<file path="config.mk">
export PLATFORM = sky130hd
export DESIGN_NAME = pixel_repacker
export DESIGN_NICKNAME = d
export VERILOG_FILES = /design/src/rtl/accel_pkg.sv /design/src/rtl/sample_fifo.sv /design/src/rtl/pixel_repacker.sv
export SDC_FILE = /design/constraint.sdc
export NUM_CORES = 1
export LEC_CHECK = 0
export CAP_MARGIN = 30
export CORE_ASPECT_RATIO = 1.2
export CORE_MARGIN = 5
export CORE_UTILIZATION = 40
export DETAILED_ROUTE_END_ITERATION = 6
export PLACE_DENSITY = 0.61
export SKIP_LAST_GASP = 1
export SLEW_MARGIN = 10
export SYNTH_ARGS = -nofsm -noshare
export SYNTH_HDL_FRONTEND = slang
export SYNTH_SLANG_ARGS = --single-unit
</file>
<file path="constraint.sdc">
create_clock -name clk -period 4 [get_ports clk]
set_input_delay 0.4 -clock clk [delete_from_list [all_inputs] [get_ports clk]]
set_output_delay 0.4 -clock clk [all_outputs]
set_load 0.1 [all_outputs]
</file>
<file path="src/rtl/accel_pkg.sv">
// Shared helpers for the accelerator input path: width math, word/sample
// ratio, parameter legality and the pending-accept state encoding.
package accel_pkg;

    function automatic int clog2(input int value);
        int result;
        int rem;
        result = 32'sd0;
        rem    = value - 32'sd1;
        while (rem > 32'sd0) begin
            result = result + 32'sd1;
            rem    = rem >>> 1;
        end
        return result;
    endfunction

    function automatic int words_per(input int data_width, input int bit_width);
        return data_width / bit_width;
    endfunction

    function automatic bit params_legal(input int bit_width, input int data_width,
                                        input int buf_bytes);
        return (bit_width > 32'sd0) && ((data_width % bit_width) == 32'sd0) &&
               (buf_bytes >= 32'sd2 * (data_width / bit_width));
    endfunction

    typedef enum logic {
        ST_IDLE = 1'b0,
        ST_HOLD = 1'b1
    } acc_state_e;

endpackage

</file>
<file path="src/rtl/sample_fifo.sv">
// Circular sample buffer: pushes one whole memory word (W samples) and pops
// 0..NUM_CHANNEL samples per cycle; depth need not be a power of two.
module sample_fifo
    import accel_pkg::*;
#(
    parameter int BIT_WIDTH   = 8,
    parameter int NUM_CHANNEL = 3,
    parameter int DATA_WIDTH  = 32,
    parameter int BUF_BYTES   = 16,
    localparam int W     = words_per(DATA_WIDTH, BIT_WIDTH),
    localparam int PTR_W = (clog2(BUF_BYTES) > 0) ? clog2(BUF_BYTES) : 1,
    localparam int CNT_W = clog2(BUF_BYTES + 1),
    localparam int POP_W = clog2(NUM_CHANNEL + 1)
) (
    input  logic                             clk,
    input  logic                             rst,
    input  logic                             clear,
    input  logic                             push,
    input  logic [DATA_WIDTH-1:0]            wdata,
    input  logic [POP_W-1:0]                 pop_n,
    output logic [BIT_WIDTH*NUM_CHANNEL-1:0] rd_data,
    output logic [PTR_W-1:0]                 rd_ptr,
    output logic [PTR_W-1:0]                 wr_ptr,
    output logic [CNT_W-1:0]                 fcnt,
    output logic [CNT_W-1:0]                 fcnt_nxt
);

    logic [BIT_WIDTH-1:0] mem_r [BUF_BYTES];
    logic [PTR_W-1:0]     rd_ptr_r;
    logic [PTR_W-1:0]     wr_ptr_r;
    logic [CNT_W-1:0]     fcnt_r;
    logic [PTR_W-1:0]     rd_ptr_nxt_s;
    logic [PTR_W-1:0]     wr_ptr_nxt_s;

    // Offsets never exceed one buffer length, so one conditional subtract wraps
    function automatic logic [PTR_W-1:0] ptr_add(input logic [PTR_W-1:0] ptr, input int offs);
        int sum;
        sum = int'(ptr) + offs;
        if (sum >= BUF_BYTES) begin
            sum = sum - BUF_BYTES;
        end else begin
            sum = sum;
        end
        return PTR_W'(sum);
    endfunction

    // Sample storage: one word lands as W consecutive samples, sample 0 first
    always_ff @(posedge clk) begin
        if (rst && !clear && push) begin
            for (int i = 0; i < W; i++) begin
                mem_r[ptr_add(wr_ptr_r, i)] <= wdata[i*BIT_WIDTH +: BIT_WIDTH];
            end
        end
    end

    // Next pointers and occupancy; the caller guarantees pop_n <= fcnt and room for W
    always_comb begin
        rd_ptr_nxt_s = ptr_add(rd_ptr_r, int'(pop_n));
        if (push) begin
            wr_ptr_nxt_s = ptr_add(wr_ptr_r, W);
        end else begin
            wr_ptr_nxt_s = wr_ptr_r;
        end
        if (clear) begin
            fcnt_nxt = {CNT_W{1'b0}};
        end else begin
            fcnt_nxt = fcnt_r + (push ? CNT_W'(W) : {CNT_W{1'b0}}) - CNT_W'(pop_n);
        end
    end

    // Oldest NUM_CHANNEL samples presented in order, oldest in the low lane
    always_comb begin
        rd_data = {(BIT_WIDTH*NUM_CHANNEL){1'b0}};
        for (int c = 0; c < NUM_CHANNEL; c++) begin
            rd_data[c*BIT_WIDTH +: BIT_WIDTH] = mem_r[ptr_add(rd_ptr_r, c)];
        end
    end

    // Pointer and count registers
    always_ff @(posedge clk) begin
        if (!rst || clear) begin
            rd_ptr_r <= {PTR_W{1'b0}};
            wr_ptr_r <= {PTR_W{1'b0}};
            fcnt_r   <= {CNT_W{1'b0}};
        end else begin
            rd_ptr_r <= rd_ptr_nxt_s;
            wr_ptr_r <= wr_ptr_nxt_s;
            fcnt_r   <= fcnt_nxt;
        end
    end

    assign rd_ptr = rd_ptr_r;
    assign wr_ptr = wr_ptr_r;
    assign fcnt   = fcnt_r;

endmodule

</file>
<file path="src/rtl/pixel_repacker.sv">
// Repacks DATA_WIDTH memory words into pixels of a runtime channel count,
// with ready/valid output, upstream stall margin, end-of-frame flush and overflow flag.
module pixel_repacker
    import accel_pkg::*;
#(
    parameter int BIT_WIDTH   = 8,
    parameter int NUM_CHANNEL = 3,
    parameter int DATA_WIDTH  = 32,
    parameter int BUF_BYTES   = 16,
    parameter int STALL_LAT   = 2
) (
    input  logic                                clk,
    input  logic                                rst,
    input  logic [clog2(NUM_CHANNEL+1)-1:0]     i_num_channel,
    input  logic                                i_clear,
    input  logic                                i_flush,
    input  logic [DATA_WIDTH-1:0]               idat,
    input  logic                                ival,
    output logic                                ostall,
    output logic [BIT_WIDTH*NUM_CHANNEL-1:0]    odat,
    output logic                                oval,
    input  logic                                ordy,
    output logic [clog2(BUF_BYTES+1)-1:0]       o_fill,
    output logic                                o_err_ovf
);

    localparam int W         = words_per(DATA_WIDTH, BIT_WIDTH);
    localparam int NC_W      = clog2(NUM_CHANNEL + 1);
    localparam int CNT_W     = clog2(BUF_BYTES + 1);
    localparam int PTR_W     = (clog2(BUF_BYTES) > 0) ? clog2(BUF_BYTES) : 1;
    localparam int PIX_W     = BIT_WIDTH * NUM_CHANNEL;
    localparam int STALL_THR = BUF_BYTES - W * (STALL_LAT + 1);

    if (!params_legal(BIT_WIDTH, DATA_WIDTH, BUF_BYTES)) begin : g_param_check
        $error("pixel_repacker: DATA_WIDTH must be a multiple of BIT_WIDTH and BUF_BYTES >= 2*W");
    end

    acc_state_e        state_r;
    acc_state_e        state_nxt_s;
    logic [PIX_W-1:0]  odat_r;
    logic              ostall_r;
    logic              err_r;
    logic              flush_pend_r;
    logic              flush_pend_nxt_s;

    logic [NC_W-1:0]   n_eff_s;
    logic [CNT_W-1:0]  fcnt_s;
    logic [CNT_W-1:0]  fcnt_nxt_s;
    logic [CNT_W-1:0]  free_s;
    logic [PIX_W-1:0]  rd_data_s;
    logic [PIX_W-1:0]  pixel_s;
    logic [NC_W-1:0]   pop_n_s;
    logic [PTR_W-1:0]  rd_ptr_unused_s;
    logic [PTR_W-1:0]  wr_ptr_unused_s;
    logic              push_s;
    logic              drop_s;
    logic              slot_s;
    logic              flush_req_s;
    logic              load_full_s;
    logic              load_part_s;
    logic              load_s;

    sample_fifo #(
        .BIT_WIDTH   (BIT_WIDTH),
        .NUM_CHANNEL (NUM_CHANNEL),
        .DATA_WIDTH  (DATA_WIDTH),
        .BUF_BYTES   (BUF_BYTES)
    ) u_fifo (
        .clk      (clk),
        .rst      (rst),
        .clear    (i_clear),
        .push     (push_s),
        .wdata    (idat),
        .pop_n    (pop_n_s),
        .rd_data  (rd_data_s),
        .rd_ptr   (rd_ptr_unused_s),
        .wr_ptr   (wr_ptr_unused_s),
        .fcnt     (fcnt_s),
        .fcnt_nxt (fcnt_nxt_s)
    );

    // Out-of-range channel counts fall back to the full pixel width
    always_comb begin
        if ((i_num_channel == {NC_W{1'b0}}) || (int'(i_num_channel) > NUM_CHANNEL)) begin
            n_eff_s = NC_W'(NUM_CHANNEL);
        end else begin
            n_eff_s = i_num_channel;
        end
    end

    // Push/drop decision, output-register load and the pixel assembled from the oldest samples
    always_comb begin
        free_s      = CNT_W'(BUF_BYTES) - fcnt_s;
        push_s      = ival && !i_clear && (int'(free_s) >= W);
        drop_s      = ival && !i_clear && (int'(free_s) < W);
        slot_s      = (state_r == ST_IDLE) || ordy;
        flush_req_s = i_flush || flush_pend_r;
        load_full_s = !i_clear && slot_s && (fcnt_s >= CNT_W'(n_eff_s));
        load_part_s = !i_clear && slot_s && !load_full_s && flush_req_s &&
                      (fcnt_s != {CNT_W{1'b0}});
        load_s      = load_full_s || load_part_s;
        if (load_full_s) begin
            pop_n_s = n_eff_s;
        end else if (load_part_s) begin
            pop_n_s = NC_W'(fcnt_s);
        end else begin
            pop_n_s = {NC_W{1'b0}};
        end
        pixel_s = {PIX_W{1'b0}};
        for (int c = 0; c < NUM_CHANNEL; c++) begin
            if (c < int'(pop_n_s)) begin
                pixel_s[c*BIT_WIDTH +: BIT_WIDTH] = rd_data_s[c*BIT_WIDTH +: BIT_WIDTH];
            end else begin
                pixel_s[c*BIT_WIDTH +: BIT_WIDTH] = {BIT_WIDTH{1'b0}};
            end
        end
        // A flush request waits for a load slot and lapses once nothing is left behind
        flush_pend_nxt_s = flush_req_s && !load_part_s && (fcnt_nxt_s != {CNT_W{1'b0}});
    end

    // Pending-accept FSM next state
    always_comb begin
        state_nxt_s = state_r;
        case (state_r)
            ST_IDLE: begin
                if (load_s) begin
                    state_nxt_s = ST_HOLD;
                end else begin
                    state_nxt_s = ST_IDLE;
                end
            end
            ST_HOLD: begin
                if (ordy && !load_s) begin
                    state_nxt_s = ST_IDLE;
                end else begin
                    state_nxt_s = ST_HOLD;
                end
            end
            default: state_nxt_s = ST_IDLE;
        endcase
    end

    // Output register, FSM state, stall and sticky error
    always_ff @(posedge clk) begin
        if (!rst || i_clear) begin
            state_r      <= ST_IDLE;
            odat_r       <= {PIX_W{1'b0}};
            ostall_r     <= 1'b0;
            err_r        <= 1'b0;
            flush_pend_r <= 1'b0;
        end else begin
            state_r      <= state_nxt_s;
            odat_r       <= load_s ? pixel_s : odat_r;
            ostall_r     <= (int'(fcnt_nxt_s) > STALL_THR);
            err_r        <= err_r || drop_s;
            flush_pend_r <= flush_pend_nxt_s;
        end
    end

    assign oval      = (state_r == ST_HOLD);
    assign odat      = odat_r;
    assign ostall    = ostall_r;
    assign o_fill    = fcnt_s;
    assign o_err_ovf = err_r;

endmodule

</file>
==> After elaboration in Yosys (flattened, before gate mapping) <==
Memories as Yosys holds them, arrays and structs flattened. A register that Yosys moved wholly into a read port is not among the register bits.
Index checks and enable logic that the tools add are counted.
Widths: inputs -> output; s select.
{ "word_totals": {"register_bits": 41, "ramBits": 128, "inputBits": 40, "out_inout_bits": 32, "wordCells": 97, "memories": 1} }
{ "mem_list": {"columns": ["name", "words", "word_bits", "read_ports", "rd_clocked_by_memory_dff", "write_ports", "line", "source"], "rows": [
  ["u_fifo.mem_r", 16, 8, 3, 1, 4, "sample_fifo.sv:28", "logic [BIT_WIDTH-1:0] mem_r [BUF_BYTES];"]
]} }
{ "op_classes": {"addsub": 19, "magnitude_cmp": 16, "muxes": 26, "bitwise_logic": 1, "reduce_logical": 26} }
{ "ops": {"columns": ["operator", "n"], "rows": [
  ["$mux 4", 13],
  ["$sub 4x1->4 const B", 9],
  ["$ge 5x5->1 const B", 7],
  ["$mux 8", 3],
  ["$add 4x2->5 const B", 3],
  ["$logic_and 1x1->1", 13],
  ["$add 4x1->5 const B", 2],
  ["$ge 4x5->1 const B", 2],
  ["$reduce_bool 5->1", 2],
  ["$mux 2", 3],
  ["$add 4x2->5", 1],
  ["$add 4x3->5 const B", 1],
  ["$add 5x5->5", 1],
  ["$ge 5x2->1", 1],
  ["$ge 5x3->1 const B", 1],
  ["$gt 5x3->1 const B", 1],
  ["$logic_not 1->1", 5],
  ["$logic_or 1x1->1", 5],
  ["$lt 5x3->1 const B", 1],
  ["$mux 5", 1],
  ["$sub 5x2->5", 1],
  ["$sub 5x5->5 const A", 1],
  ["$lt 1x2->1 const A", 2],
  ["$mux 1", 4],
  ["5 further kinds", 5]
]} }

==> Longest topological paths before layout <==
Gate-level depths: netlist (run 1).
{ "depth": {"word_depth": 14, "ltp_mapped": 14, "ltp_nobuf": 14} }

==> Cells and area by module <==
Synthesis (run 1) repeated with hierarchy kept, for this count alone.
{ "hier_totals": {"hier_cells": 526, "area_unflattened_um2": 8665.8} }
{ "modules_own_cells": {"columns": ["module", "instances", "cells_each", "area_per_inst_um2", "seq_area_each_um2"], "rows": [
  ["sample_fifo", 1, 422, 7512.2, 4063.9],
  ["pixel_repacker", 1, 104, 1153.6, 560.5]
]} }

==> Least setup slack after synthesis (run 1) <==
No wires, ideal clock.
{ "synth_path": {"path_type": "register -> register", "from": "register u_fifo.fcnt_r[0], in the netlist u_fifo.fcnt[0]", "to": "register ostall_r, in the netlist ostall", "setup_ns": 0.074, "arrival_time_ns": 4.062, "t_required_ns": 3.926, "setup_slack_ns": -0.136, "stages_incl_launch_ff": 13, "path_buffers": 0, "synth_period_minus_slack_ns": 4.136, "cell_sequence": "dfxtp_1 -> inv_1 -> ha_1 -> nand2_1 -> or4_4 -> a311oi_4 -> nor2_1 -> ha_1 -> ha_1 -> inv_1 -> fa_1 -> or2_2 -> a31oi_1"} }
{ "synth_between": {"elab_chain_len": 11, "elab_cells_between_ends": 17, "classes_between": "add/sub (3); order compare (3); mux (4); reduce/logical (7)"} }
{ "synth_lines": {"columns": ["item", "line", "source"], "rows": [
  ["from (decl)", "sample_fifo.sv:31", "logic [CNT_W-1:0] fcnt_r;"],
  ["from (signal assigned)", "sample_fifo.sv:84", "fcnt_r <= {CNT_W{1'b0}};"],
  ["from (signal assigned)", "sample_fifo.sv:88", "fcnt_r <= fcnt_nxt;"],
  ["branches (longest 8 deep; another with $sub 5x5->5)", null, null],
  ["$sub 5x2->5 *", "sample_fifo.sv:67", "fcnt_nxt = fcnt_r + (push ? CNT_W'(W) : {CNT_W{1'b0}}) - CNT_W'(pop_n);"],
  ["$mux 5 *", "sample_fifo.sv:64", "if (clear) begin"],
  ["$gt 5x3->1 *", "pixel_repacker.sv:154", "ostall_r <= (int'(fcnt_nxt_s) > STALL_THR);"],
  ["to (signal assigned)", "pixel_repacker.sv:154", null],
  ["to (decl)", "pixel_repacker.sv:41", "logic ostall_r;"]
]} }
Mark *: on every way between the ends.
A chain may end at the register's enable or synchronous reset.

==> Final worst setup path (run 1) <==
{ "layout_path": {"from": "input i_num_channel[1]", "to": "register ostall_r, in the netlist ostall"} }
{ "layout_between": {"elab_chain_len": 13} }
{ "layout_lines": {"columns": ["item", "line", "source"], "rows": [
  ["from (decl)", "pixel_repacker.sv:14", "input logic [clog2(NUM_CHANNEL+1)-1:0] i_num_channel,"],
  ["$logic_not 2->1", "pixel_repacker.sv:84", "if ((i_num_channel == {NC_W{1'b0}}) || (int'(i_num_channel) > NUM_CHANNEL)) begin"],
  ["$mux 2 *", "pixel_repacker.sv:84", null],
  ["$ge 5x2->1", "pixel_repacker.sv:98", "load_full_s = !i_clear && slot_s && (fcnt_s >= CNT_W'(n_eff_s));"],
  ["$logic_and 1x1->1", "pixel_repacker.sv:98", null],
  ["$logic_not 1->1", "pixel_repacker.sv:99", "load_part_s = !i_clear && slot_s && !load_full_s && flush_req_s &&"],
  ["$logic_and 1x1->1 (3 in series)", "pixel_repacker.sv:99", null],
  ["$mux 2", "pixel_repacker.sv:104", "end else if (load_part_s) begin"],
  ["$mux 2 *", "pixel_repacker.sv:102", "if (load_full_s) begin"],
  ["$sub 5x2->5 *", "sample_fifo.sv:67", null],
  ["$mux 5 *", "sample_fifo.sv:64", null],
  ["$gt 5x3->1 *", "pixel_repacker.sv:154", null]
]} }
Every way passes the cells marked *; elsewhere a longest branch is shown, timed or not.

==> flow_summary.ini, run 1 <==
[setup_path]
slowest_delay_ns = 0.53
critPathLaunch = i_num_channel[1]
cp.arrival_ns = 3.87
path_cells = clkdlybuf4s50_1 -> nand2b_1 -> ha_1 -> nand2_1 -> or4_4 -> a311oi_4 -> nor2_1 -> ha_1 -> ha_1 -> inv_1 -> fa_1 -> or2_2 -> a31oi_1
critical_path.most_common_cell = ha_1
critPathLaunchType = primary input
critPathCaptureType = flop
r2r_start = u_fifo.fcnt[0]
cpMaxStageDelayCell = clkdlybuf4s50_1
critPathKind = primary input to flop
worstPathRequired_ns = 4.36
cp_max_fo = 3

[cells_and_area]
post-route-util_pct = 48.26
fillers = 1794
seqCellArea_um2 = 4634
diodes = 0
nets = 674
multi_input_area_um2 = 3819
drive_gt1_share_pct = 28.12
area_delta_synth_final_pct = 19.77

[detailed_routing]
met1Wirelength_um = 8156
vias_per_cell = 6.081
drt-wirelength-per-cell_um = 24.52
wl_um = 22070
detail-route-antenna-nets = 0
firstDrtPassIters = 5
drt-initial-drc-count = 469
dr_wl_met2_um = 11700
vias = 5473
routed.top_layer = met4
drc = 0
wl_met3_um = 1574

[clock_network]
cts_max_level = 4
path_clk_slew_ns = 0.07
postCtsHoldBufs = 0
cts_root_buf = clkbuf_16
clock_sinks = 167
cts_tree = yes
cts_resized = 0
clk_latency_ns = 0.43
clk_path_buf_depth = 2
cts_buffers = 17
post_cts.repair.setup_buffers = 0

[floorplan]
io_pins = 72
start_util_pct = 40.29
fp.dieH_um = 171.1
die_area_um2 = 24690
num_rows = 59
coreArea_um2 = 21480
die_w_um = 144.3

[synth]
synth_edf_count = 128
synth_seq_cells = 167
synth.cell_area_um2 = 8656
synth_ff_type = edfxtp_1
yosysSeqAreaShare_pct = 53.43
synthesis.nets = 595
synth_common_cells = 128 x edfxtp_1, 96 x mux4_2, 39 x dfxtp_1
yosysWarnings = 0
synthTopCellsByArea = edfxtp_1 44%, mux4_2 25%, dfxtp_1 9.0%
yosysUniqueCellTypes = 45
yosysMostFrequentCell = edfxtp_1
synth_largest_area_cell = edfxtp_1
avgSynthCellArea_um2 = 16.21
synth_top_area_share_pct = 44.41
syn_inst = 534
ys_async_sr_fraction_pct = 0

[timing]
fin_setup_tns_ns = 0
slew_viol_final = 0
worst_slew_pin_slew_ns = 1.041
fmax_mhz = 284.4
worst_slack_ns = 0.4836
finalCriticalPeriod_ns = 3.516
fin_skew_ns = 0.008929
finalHoldViolCount = 0
rsz0062_at_grt = no
setup_viol = 0
fin_crit_sh_pct = 87.91
slew_headroom_pct = 30.37

[power_and_ir_drop]
power.density_nw_per_um2 = 525.3
p_leak_nw = 3.281
peakVddDrop_uv = 565.1

[placement]
dp_hpwl_um = 15220
gp_congestion = 0.8111
place_ws_ns = 0.05697
port_buffers = 71

[flow_run]
max-cap-violations = 0

[grt]
grt_pass1_vias = 5781
grt_max_degree = 62
track_usage_pct = 18.36
grt_overflow = 0
grt_pass1_wl_um = 33490
antenna_found_initial = 0

[worst_hold_path]
min-delay-start = odat[11]
hp-class = flop to flop

[outcome]
status = finished, final reports clean
==> sequential cells by signal (all words and copies together) (netlist names) <==
name	flops
u_fifo.mem_r	128
odat	24
u_fifo.fcnt	5
u_fifo.rd_ptr	4
u_fifo.wr_ptr	2
flush_pend_r	1
o_err_ovf	1
ostall	1
oval	1
==> layout make-up <==
cell class | count | share of cell area [%]
Tap cell | 274 | 3.307
Clock inverter | 13 | 1.243
Clock buffer | 19 | 4.176
Multi-Input combinational cell | 314 | 36.83
Inverter | 15 | 0.5431
Sequential cell | 167 | 44.70
Timing Repair Buffer | 98 | 9.196
==> layout by cell type, fill, tap and decap left out, drive strengths merged, types with 2 or more instances in the layout <==
cell type and n:
inv 24, mux4 96, nand2 27, clkinvlp 2
clkbuf 19, and2 5, xor2 5, nor2b 8
o22ai 8, xnor2 4, clkdlybuf4s50 71, nand2b 5
a22o 24, o31ai 3, fa 2, and3 4
buf 27, dfxtp 39, nand3 10, a221oi 8
a311oi 2, nor4 2, clkinv 2, edfxtp 128
mux2i 9, ha 19, a21oi 19, nor2 15
o21ai 9, o221ai 9, mux2 8
==> layer usage <==
| metal | up-vias | GRT usage, % |
|---|---|---|
| met5 | - | 0 |
| met4 | 0 | 7.099 |
| met3 | 48 | 3.243 |
| met2 | 258 | 32.51 |
| met1 | 2792 | 22.18 |
| li1 | 2375 | - |
==> per-stage QoR <==
| step | instance area (µm²) | cells | power, W | hold WS [ns] |
|---|---|---|---|---|
| floorplan | 8661 | 534 | 0.003439 | 0.4989 |
| global placement | 9728 | 863 | 0.003873 | 0.4408 |
| detailed placement | 9763 | 865 | 0.003916 | 0.4526 |
| CTS | 10320 | 897 | 0.005478 | 0.4601 |
| global route | 10370 | 900 | 0.005683 | 0.4819 |
| finish | 10370 | 900 | 0.005446 | 0.4576 |
==> logic make-up after synthesis <==
logic type | Yosys count | synth area share (%)
and+or+nand+nor | 82 | 4.756
muxes | 113 | 27.06
xor gates and xnor gates | 9 | 0.9106
buffers and inverters | 53 | 2.674
DFF | 167 | 53.43
AOI/OAI and AO/OA | 89 | 7.965
adders and majority gates | 21 | 3.209
==> critical path: cells and delay by family <==
kind | cells | cell delay (ns)
simple gates | 5 | 1.11
compound gates | 2 | 0.52
buf+inv | 2 | 0.60
fa+ha+maj | 4 | 1.23
==> power breakdown <==
group | internal, W | total [W] | leakage (nW) | switching [W]
logic | 0.000775 | 0.00181 | 1.54 | 0.00104
clock network | 0.000826 | 0.00156 | 0.270 | 0.000737
registers | 0.00197 | 0.00207 | 1.47 | 0.0000969
total | 0.00357 | 0.00545 | 3.28 | 0.00187
==> final timing paths <==
check	cells past startpoint	slack [ns]	endpoint
hold reg to reg	2	0.46	odat[11]
setup reg to reg	12	0.62	ostall
setup / recovery	13	0.48	ostall
hold / removal	2	0.46	odat[11]
(Power assumes the default switching activity.)
==> run 2, diff against run 1 <==
--- a/config.mk
+++ b/config.mk
@@ -8,9 +8,9 @@
 export CAP_MARGIN = 30
 export CORE_ASPECT_RATIO = 1.2
 export CORE_MARGIN = 5
-export CORE_UTILIZATION = 40
+export CORE_UTILIZATION = 25
 export DETAILED_ROUTE_END_ITERATION = 6
-export PLACE_DENSITY = 0.61
+export PLACE_DENSITY = 0.43
 export SKIP_LAST_GASP = 1
 export SLEW_MARGIN = 10
 export SYNTH_ARGS = -nofsm -noshare
==> constraint.sdc (replaced) <==
create_clock -name clk -period 4 [get_ports clk]
set_input_delay 1 -clock clk [delete_from_list [all_inputs] [get_ports clk]]
set_output_delay 1 -clock clk [all_outputs]
set_load 0.1 [all_outputs]
==> flow_summary.ini, run 2 (synthesis results as in run 1) <==
[timing]
timing.hold.ws_ns = 0.4636
slew_headroom_pct = 32.12
worst_slack_ns = 0.1244
fin_crit_sh_pct = 96.89
setup_viol = 0
fin_skew_ns = 0.01537
fin_setup_tns_ns = 0
fmax_mhz = 258.0
rsz0062_at_grt = no
finalHoldViolCount = 0
slew_viol_final = 0
finalCriticalPeriod_ns = 3.876
worst_slew_pin_slew_ns = 1.015

[floorplan]
io_pins = 72
num_rows = 74
die_w_um = 179.9
coreArea_um2 = 34170
fp.dieH_um = 213.8
die_area_um2 = 38460
start_util_pct = 25.34

[cells_and_area]
final_common_cell = edfxtp_1
largest_reg_flops = 128
drive_gt1_share_pct = 29.78
diodes = 0
stdcell_area_um2 = 10700
final_cells = 1094
area_delta_synth_final_pct = 23.65
layout_common_cells = 128 x edfxtp_1, 96 x mux4_2, 71 x clkdlybuf4s50_1
top_register = u_fifo.mem_r
nets = 686

[setup_path]
cp_top_family = adder cells
critPathLaunchType = primary input
critPathCaptureType = flop
cpMaxStageDelayCell = clkdlybuf4s50_1
worst-path-buf-inv = 2
worstPathRequired_ns = 4.37
path_cells = clkdlybuf4s50_1 -> nand2b_1 -> ha_1 -> nand2_1 -> or4_4 -> a311oi_4 -> nor2_1 -> ha_1 -> ha_1 -> inv_1 -> fa_1 -> or2_2 -> a31oi_1
cp_max_fo = 3
critPathKind = primary input to flop
rrSetupSlack_ns = 0.77
cp.arrival_ns = 4.24
slowest_delay_ns = 0.45
critical_path.most_common_cell = ha_1

[grt]
grt_overflow = 0
track_usage_pct = 12.88
grt_pass1_vias = 5836
grt_max_degree = 49
antenna_found_initial = 0
grt_pass1_wl_um = 36990

[clock_network]
cts_buffers = 17
postCtsHoldBufs = 0
clk_path_buf_depth = 2
clock_sinks = 167
cts_tree = yes
cts_root_buf = clkbuf_16
clk_latency_ns = 0.44
cts_max_level = 4
post_cts.repair.setup_buffers = 0
path_clk_slew_ns = 0.07

[detailed_routing]
drt-wirelength-per-cell_um = 22.40
drc = 0
wl_um = 24500
detail-route-antenna-nets = 0
drt-initial-drc-count = 419
vias = 5444
firstDrtPassIters = 5
vias_per_cell = 4.976

[placement]
port_buffers = 71
dp_hpwl_um = 17500
place_area_um2 = 10090
place_ws_ns = -0.3099
dp.cells = 1060
gp_congestion = 0.7760

[power_and_ir_drop]
power.density_nw_per_um2 = 528.3
peakVddDrop_uv = 268.5
p_leak_nw = 3.355

[worst_hold_path]
hp-class = flop to flop

[flow_run]
max-cap-violations = 0

[outcome]
status = finished, final reports clean
-- run 2: changes by cell type in the layout (fill, tap and decap cells not counted), sizes merged --
cell,before,now
buf,27,39
clkinv,2,5
clkinvlp,2,0
clkbuf,19,18
-- run 2: final timing paths --
kind	start	endpoint	cells past startpoint
worst min-delay path	odat[16]	odat[16]	2
worst min register to register	odat[16]	odat[16]	2
worst max-delay path	i_num_channel[0]	ostall	13
worst max register to register	u_fifo.fcnt[2]	flush_pend_r	12
-- run 2: timing repair --
action / in CTS / in global routing
gates resized for setup: 0 / 1
endpoints found under the hold margin: 0 / 0
setup endpoints to repair: 0 / 1
-- run 2: per-layer routing --
metal	vias to the layer above	wire length [µm]	global-route usage, %
li1	2400	-	-
met1	2845	9811	14.90
met2	178	13170	23.74
met3	21	1116	3.207
met4	0	400	3.863
met5	-	0	0
-- run 2: tightest hold or removal path: stages, from the launching register on --
cell and delay, ns:
dfxtp_1 0.31, nand2_1 0.05, a21oi_1 0.05
-- run 2: layout make-up --
type                    count  area, µm²
inverters                  15      56.30
multi-input cells         314       3834
fillers                  3331      23460
clock buffers              18      450.4
well taps                 456      570.5
repair buffers            110       1016
flip-flops and latches    167       4631
clock inverters            14      145.1
-- run 2: per-stage QoR --
step	util (%)	total power (W)
global route	31.33	0.005921
detailed placement	29.52	0.004064
floorplan	-	0.003443
finish	31.33	0.005655
global placement	29.50	0.004028
CTS	31.27	0.005720
-- run 2: power by group --
part	total (W)	internal (W)	switching (W)
Clock	0.00164	0.000872	0.000770
Combinational	0.00195	0.000837	0.00111
Sequential	0.00207	0.00197	0.0000994
Total	0.00565	0.00368	0.00198
